## src/rtl/dff_bank_write_arbiter.sv

```systemverilog
// Round-robin write arbiter that owns one shared enable-gated flip-flop bank.
// Each grant runs four states: arbitrate, present data, write, verify readback.
module dff_bank_write_arbiter #(
   parameter int N_REQ = 4,
   parameter int WIDTH = 8
) (
   input  logic                   clk,
   input  logic                   rst_n,
   input  logic [N_REQ-1:0]       req,
   input  logic [N_REQ*WIDTH-1:0] din,
   output logic [N_REQ-1:0]       gnt,
   output logic [N_REQ-1:0]       ack,
   output logic [WIDTH-1:0]       bank_d,
   output logic                   bank_en,
   input  logic [WIDTH-1:0]       bank_q,
   input  logic                   err_clr,
   output logic                   busy,
   output logic                   err
);

   localparam int PTR_W = (N_REQ > 2) ? $clog2(N_REQ) : 1;

   typedef enum logic [1:0] {
      S_IDLE  = 2'd0,
      S_GRANT = 2'd1,
      S_WRITE = 2'd2,
      S_CHECK = 2'd3
   } state_t;

   // First set request at or above the pointer, wrapping past N_REQ-1 back to 0.
   function automatic logic [PTR_W-1:0] rr_pick(input logic [N_REQ-1:0] r,
                                                input logic [PTR_W-1:0] p);
      logic [PTR_W-1:0] pick;
      logic             found;
      int               idx;
      pick  = '0;
      found = 1'b0;
      for (int i = 0; i < N_REQ; i++) begin
         idx = (int'(p) + i) % N_REQ;
         if (!found && r[idx[PTR_W-1:0]]) begin
            found = 1'b1;
            pick  = idx[PTR_W-1:0];
         end
      end
      return pick;
   endfunction

   function automatic logic [WIDTH-1:0] din_slice(input logic [N_REQ*WIDTH-1:0] d,
                                                  input logic [PTR_W-1:0] sel);
      logic [WIDTH-1:0] s;
      s = '0;
      for (int i = 0; i < N_REQ; i++) begin
         if (PTR_W'(i) == sel) begin
            s = d[i*WIDTH +: WIDTH];
         end
      end
      return s;
   endfunction

   state_t           r_state;
   state_t           w_state_nxt;
   logic [N_REQ-1:0] r_gnt;
   logic [N_REQ-1:0] w_gnt_nxt;
   logic [N_REQ-1:0] r_ack;
   logic [N_REQ-1:0] w_ack_nxt;
   logic [WIDTH-1:0] r_bank_d;
   logic [WIDTH-1:0] w_bank_d_nxt;
   logic             r_bank_en;
   logic             w_bank_en_nxt;
   logic [WIDTH-1:0] r_hold;
   logic [WIDTH-1:0] w_hold_nxt;
   logic [PTR_W-1:0] r_ptr;
   logic [PTR_W-1:0] w_ptr_nxt;
   logic [PTR_W-1:0] r_widx;
   logic [PTR_W-1:0] w_widx_nxt;
   logic             r_err;
   logic             w_err_nxt;
   logic             r_busy;
   logic             w_busy_nxt;
   logic             w_any;
   logic [PTR_W-1:0] w_win;
   logic [WIDTH-1:0] w_din_sel;
   logic             w_mismatch;

   assign w_any      = |req;
   assign w_win      = rr_pick(req, r_ptr);
   assign w_din_sel  = din_slice(din, w_win);
   assign w_mismatch = (r_state == S_CHECK) && (bank_q != r_hold);

   // State register.
   always_ff @(posedge clk or negedge rst_n) begin
      if (!rst_n) begin
         r_state <= S_IDLE;
      end else begin
         r_state <= w_state_nxt;
      end
   end

   // Next-state logic: only IDLE waits, every other state lasts one cycle.
   always_comb begin
      w_state_nxt = S_IDLE;
      case (r_state)
         S_IDLE: begin
            if (w_any) begin
               w_state_nxt = S_GRANT;
            end else begin
               w_state_nxt = S_IDLE;
            end
         end
         S_GRANT: w_state_nxt = S_WRITE;
         S_WRITE: w_state_nxt = S_CHECK;
         S_CHECK: w_state_nxt = S_IDLE;
         default: w_state_nxt = S_IDLE;
      endcase
   end

   // Output/datapath next values; everything is registered in the block below.
   always_comb begin
      w_gnt_nxt     = r_gnt;
      w_ack_nxt     = r_ack;
      w_bank_d_nxt  = r_bank_d;
      w_bank_en_nxt = r_bank_en;
      w_hold_nxt    = r_hold;
      w_ptr_nxt     = r_ptr;
      w_widx_nxt    = r_widx;
      case (r_state)
         S_IDLE: begin
            if (w_any) begin
               w_gnt_nxt  = N_REQ'(1) << w_win;
               w_hold_nxt = w_din_sel;
               w_widx_nxt = w_win;
            end else begin
               w_gnt_nxt  = '0;
            end
         end
         S_GRANT: begin
            w_bank_d_nxt  = r_hold;
            w_bank_en_nxt = 1'b1;
         end
         S_WRITE: begin
            w_bank_en_nxt = 1'b0;
            w_ack_nxt     = r_gnt;
         end
         S_CHECK: begin
            w_gnt_nxt = '0;
            w_ack_nxt = '0;
            if (r_widx == PTR_W'(N_REQ - 1)) begin
               w_ptr_nxt = '0;
            end else begin
               w_ptr_nxt = r_widx + PTR_W'(1);
            end
         end
         default: begin
            w_gnt_nxt     = '0;
            w_ack_nxt     = '0;
            w_bank_en_nxt = 1'b0;
         end
      endcase

      // A clear in the same cycle as a mismatch wins.
      if (err_clr) begin
         w_err_nxt = 1'b0;
      end else if (w_mismatch) begin
         w_err_nxt = 1'b1;
      end else begin
         w_err_nxt = r_err;
      end

      w_busy_nxt = (w_state_nxt != S_IDLE);
   end

   // Registered outputs and datapath; reset drops bank_en without an edge.
   always_ff @(posedge clk or negedge rst_n) begin
      if (!rst_n) begin
         r_gnt     <= '0;
         r_ack     <= '0;
         r_bank_d  <= '0;
         r_bank_en <= 1'b0;
         r_hold    <= '0;
         r_ptr     <= '0;
         r_widx    <= '0;
         r_err     <= 1'b0;
         r_busy    <= 1'b0;
      end else begin
         r_gnt     <= w_gnt_nxt;
         r_ack     <= w_ack_nxt;
         r_bank_d  <= w_bank_d_nxt;
         r_bank_en <= w_bank_en_nxt;
         r_hold    <= w_hold_nxt;
         r_ptr     <= w_ptr_nxt;
         r_widx    <= w_widx_nxt;
         r_err     <= w_err_nxt;
         r_busy    <= w_busy_nxt;
      end
   end

   assign gnt     = r_gnt;
   assign ack     = r_ack;
   assign bank_d  = r_bank_d;
   assign bank_en = r_bank_en;
   assign busy    = r_busy;
   assign err     = r_err;

endmodule
```

## config.mk

```make
export PLATFORM = sky130hd
export DESIGN_NAME = dff_bank_write_arbiter
export DESIGN_NICKNAME = d
export VERILOG_FILES = /design/src/rtl/dff_bank_write_arbiter.sv
export SDC_FILE = /design/constraint.sdc
export NUM_CORES = 1
export LEC_CHECK = 0
export ABC_AREA = 1
export CORE_UTILIZATION = 42
export CTS_BUF_LIST = sky130_fd_sc_hd__clkbuf_16
export CTS_CLUSTER_DIAMETER = 80
export DETAILED_ROUTE_END_ITERATION = 7
export GPL_ROUTABILITY_DRIVEN = 0
export HOLD_SLACK_MARGIN = 0.12
export PLACE_DENSITY = 0.85
export SETUP_SLACK_MARGIN = 0.15
export SLEW_MARGIN = 20
export SYNTH_ARGS = -nofsm -noshare
export SYNTH_HDL_FRONTEND = slang
export SYNTH_SLANG_ARGS = --single-unit
```

## constraint.sdc

```tcl
create_clock -name clk -period 1.8 [get_ports clk]
set_input_delay 0.36 -clock clk [delete_from_list [all_inputs] [get_ports clk]]
set_output_delay 0.36 -clock clk [all_outputs]
set_load 0.02 [all_outputs]
```

# Word-level counts from Yosys, hierarchy flattened
# Cells that the tools add are included.
[word_totals]
elab_cells = 71
output_inout_bits = 19
register_bits = 33
in_bits = 47
[classes]
order_cmp = 4
n_shift = 1
eq_ne = 8
n_mux = 28
reduce_logical = 16
n_addsub = 4
[ops]
columns = ["operator", "count"]
rows = [
  ["$mux W8", 4],
  ["$pmux W4 S2", 2],
  ["$lt A2 B3 Y1 const B", 4],
  ["$mux W1", 10],
  ["$mux W2", 5],
  ["$reduce_bool A2 Y1", 5],
  ["$bmux W1 S2", 4],
  ["$ne A8 B8 Y1", 1],
  ["$pmux W2 S4", 1],
  ["$eq A2 B2 Y1 const B", 3],
  ["$add A2 B1 Y2 const B", 2],
  ["$add A2 B2 Y2 const B", 2],
  ["$eq A2 B2 Y1 const A", 2],
  ["$logic_and A1 B1 Y1", 4],
  ["$logic_not A2 Y1", 2],
  ["$mux W4", 1],
  ["$reduce_or A4 Y1", 1],
  ["$shl A1 B2 Y4 const A", 1],
  ["$logic_not A1 Y1", 3],
  ["$eq A1 B2 Y1 const A", 1],
  ["$eq A2 B1 Y1 const B", 1],
  ["$pmux W1 S2", 1],
  ["$reduce_and A2 Y1", 1],
]

# Depth between registers and ports, before layout
# Gate-level depths: netlist of the first run.
[depth]
ltp_word = 17
ltp_mapped = 17
mapped_depth_nobuf = 15

# Worst setup path after synthesis of the first run
# Ideal clock, no wire load.
[synth_path]
path_type = "register to register"
startpoint = "reg r_ptr[0]"
endpoint = "reg r_hold[0]"
path_stages_with_launch = 15
arrival_time_ps = 1592
period_less_slack_ps = 1709
n_path_buf = 2
slack_ps = 91
required_ps = 1684
setup_ps = 116
path_cell_list = "dfrtp_1 buf_4 nand2_1 nand2_1 nand2_1 nand2_4 nor2_4 nand3_2 nand3_4 nand2_4 buf_6 o21ai_1 inv_1 nand2_1 nand2_1"
[synth_via]
elab_chain_cells = 17
word_cells_on_any_way = 32
classes_between = "add/sub (3); eq/ne (3); mux (19); reduce/logical (7)"
[synth_rtl]
columns = ["item", "line", "rtl"]
rows = [
  ["from (decl)", "72", "logic [PTR_W-1:0] r_ptr;"],
  ["from (signal assigned)", "190", "r_ptr <= w_ptr_nxt;"],
  ["branches (longest 11 deep; another with $add A2 B1 Y2)", "--", ""],
  ["$mux W2 (*)", "40", "if (!found && r[idx[PTR_W-1:0]]) begin"],
  ["$logic_not A2 Y1", "53", "if (PTR_W'(i) == sel) begin"],
  ["$mux W8 (3 in a row)", "53", ""],
  ["$mux W8 (*)", "53", ""],
  ["to (signal assigned)", "189", "r_hold <= w_hold_nxt;"],
  ["to (decl)", "70", "logic [WIDTH-1:0] r_hold;"],
]
# Every way passes the cells marked *. The select of a mux whose other input is x is not followed.
# A chain may end at the register's enable or synchronous reset.

# Worst setup path in the final report of the first run
[layout_path]
startpoint = "reg r_ptr[0]"
endpoint = "reg r_hold[6]"
# The elaborated chain is that of the path after synthesis.

==> results of run 1 <==
==> cell families (layout without fill, tap and decap cells) <==
group	count (synthesis)	in the layout
AOI/OAI and AO/OA	30	30
xor gates and xnor gates	4	4
adders and majority gates	5	5
buffers and inverters	41	134
DFF	33	33
muxes	6	6
and+or+nand+nor	145	146
==> final timing paths <==
path | slack, ns | end
hold / removal | 0.48 | r_hold[3]$_DFFE_PN0P_
hold reg to reg | 0.48 | r_hold[3]$_DFFE_PN0P_
setup reg to reg | -0.09 | r_hold[6]$_DFFE_PN0P_
setup / recovery | -0.09 | r_hold[6]$_DFFE_PN0P_
min in group asynchronous | 0.49 | bank_d[2]$_DFFE_PN0N_
max in group asynchronous | 0.99 | r_ptr[1]$_DFFE_PN0P_
==> final cells by class <==
type                            count  area, sq um
Tap cell                           67         83.8
Fill cell                         345         1500
Timing Repair Buffer               92          876
Sequential cell                    33          828
Multi-Input combinational cell    191         1210
Inverter                           34          133
Clock inverter                      3         37.5
Clock buffer                        5          125
==> worst max-delay path: stages, from the launching register on <==
cell and delay [ns]:
dfrtp_2 0.43, buf_6 0.16, nand2_1 0.07, nand3_2 0.10, nand2_4 0.07, buf_4 0.14
o21ai_2 0.14, nand3_2 0.10, nand2_4 0.13, nand2_4 0.12, o21ai_1 0.15, inv_1 0.06
nand2_1 0.07, nand2_1 0.04
==> timing repair <==
action / in CTS / in global routing
pin swaps: 8 / 3
endpoints found under the hold margin: 0 / 0
resized for setup: 24 / 10
endpoints found under the setup margin: 15 / 15
gates cloned: 1 / 0
setup buffers: 8 / 0
==> per-layer routing <==
metal | routed length, microns | vias to the layer above
met5 | 0 | -
met4 | 148 | 0
met3 | 303 | 14
met2 | 2990 | 78
met1 | 2440 | 991
li1 | - | 1049
==> sequential cells by signal (all words and copies together), names as in the netlist <==
register,count
r_ptr,2
ack,4
err,1
bank_d,8
r_widx,2
r_state,2
bank_en,1
r_hold,8
gnt,4
busy,1
==> cell usage in the layout (no fill, tap or decap), types with 2 or more instances in the layout <==
cell             netlist  routed
a21oi_1                3       3
buf_4                  1      22
buf_6                  4       4
clkbuf_16              0       5
clkdlybuf4s50_1        0      61
clkinv_1               1       2
dfrtp_1               33      31
dfrtp_2                0       2
dlygate4sd2_1          0       4
ha_1                   5       5
inv_1                 28      29
inv_2                  5       3
inv_4                  0       2
mux2_2                 6       6
nand2_1               73      67
nand2_2               12      16
nand2_4                4       6
nand3_1               27      24
nand3_2                4       5
nand3_4                1       3
nand4_1                5       5
nor2_1                10      10
nor2_4                 3       3
o21ai_0               13      10
o21ai_1                5       6
o21ai_2                1       3
o32ai_2                2       3
or2_2                  4       4
xnor2_1                4       4
==> power groups by stage <==
stage | Combinational (mW) | Sequential (mW) | Clock, mW
4_1_cts | 4.50 | 1.34 | 0.951
2_1_floorplan | 2.54 | 1.51 | 0
6_report | 4.71 | 1.35 | 0.949
5_1_grt | 5.11 | 1.39 | 0.986
3_5_place_dp | 4.03 | 1.34 | 0
3_3_place_gp | 3.90 | 1.32 | 0
==> metrics, run 1 <==
status finished, violations left; violations in the final reports setup timing; worst reg-to-reg path cell count 13; WP data required 1.97 ns; XOR/XNOR Fraction of Synth Area 0.0166; hold path start r_hold[3]$_DFFE_PN0P_; gr busiest metal met2; Vert. Die Dim 72.9 microns; area leader, netlist dfrtp_1; Hold Slack 0.484 ns; Initial Util 0.441; largest fanout on the critical path 11; fraction of registers with async set/reset 1.00; routed wire length 5.88 mm; clock latency on the worst-skew pair 0.28 ns; Worst Hold Depth 2; wire per inst 13.8 microns; HP Class flip-flop to flip-flop; antenna violation net count after detailed routing 0; P_int 3.85 mW; Synth Area in Simple Gates 0.345; Area Overhead vs Synth 56.1%; htree depth 2; pre-CTS WS -0.405 ns; Worst setup EP type flip-flop; Num CTS Buffers 5; minimum period implied by the final worst setup slack 1.89 ns; Area contributors post-synth dfrtp_1 (39%), nand2_1 (13%), nand3_1 (6.4%); final-report setup violation count 12; Port Buf Inserts 65; Initial DRC Count 93; fin cells 425; met2 Use GR 0.409; Post-synth EDFFs 0; vias in the first global route 2079; Clock Tree Root clkbuf_16; Via density 5.02; core area 0.00479 sq mm; hold buffers post-CTS 0; final worst setup slack -0.0938 ns; post-synthesis average cell area 7.99 sq um; Post-Syn Area 0.00211 sq mm; Critical Path AT 2.07 ns; Final #Nets 409; Net Sw Power 3.15 mW; post-synthesis adder-cell area fraction 0.0297; Pre-antenna DRT Iters 4; layout cells sized above 1 0.260; post-route setup TNS -0.734 ns; Setup Skew 0.00380 ns; crit path launch r_ptr[0]$_DFFE_PN0P_; Synthesized Nets 316; Via Count 2132; register area share after synthesis 0.392; grt met1 use 0.301; I/O pin total 66; total track usage 0.239; share of the synthesized area in the top cell type 0.392; Slew @ Worst Pin 0.430 ns; Hold Violations, Final 0; Die Area 0.00531 sq mm; clock group share of total power 0.135; # rows 25; design area 0.00329 sq mm; GRT overflow 0; DRC Markers 0; M3 GR Usage 0.0456; DP HPWL 4.14 mm; ant diodes 0; Pwr Density 2130 mW/mm^2; count of different cell masters after synthesis 33; CTS max path bufs 2; utilization after layout 0.688; r2r startpoint r_ptr[0]$_DFFE_PN0P_; Synth Instances 264; largest net degree at the start of global routing 34; Logic pwr share 0.672; max cap viols 0; Final period util 1.05; count leader, synth nand2_1; most frequent cells after synthesis nand2_1 (73), dfrtp_1 (33), inv_1 (28); combinational family with the most area after synthesis simple AND/OR/NAND/NOR gates; post-synthesis mux area share 0.0320; overall power 7.01 mW; initial antenna violation count 0; Max-slew headroom 0.714; CTS tree built; Sw Ratio 0.450; Compound-Gate Fraction of Synth Area 0.0955; die width 72.9 microns; Inst Count DP 408; CP Launch Type flip-flop; Leak 1.58 nW; RSZ-0062 raised after global routing true; Crit Path Class flip-flop to flip-flop; fmax 0.528 GHz; maximum VDD drop 0.00109 V; first-pass GRT wire length 9.56 mm; clk slew on worst S/H paths 0.05 ns; top_reg_cell synth dfrtp_1; max-slew violation count 0; part of the power in registers 0.192; DP Area 0.00294 sq mm; # clock sinks 33; synth warn 0; Synth Register Bits 33
(Power assumes the default switching activity.)
==> inputs of run 2 (changes only) <==
Settings changed: CAP_MARGIN set to 20.
==> results of run 2 <==
No change in the layout: final DEF, timing and power equal those of run 1.
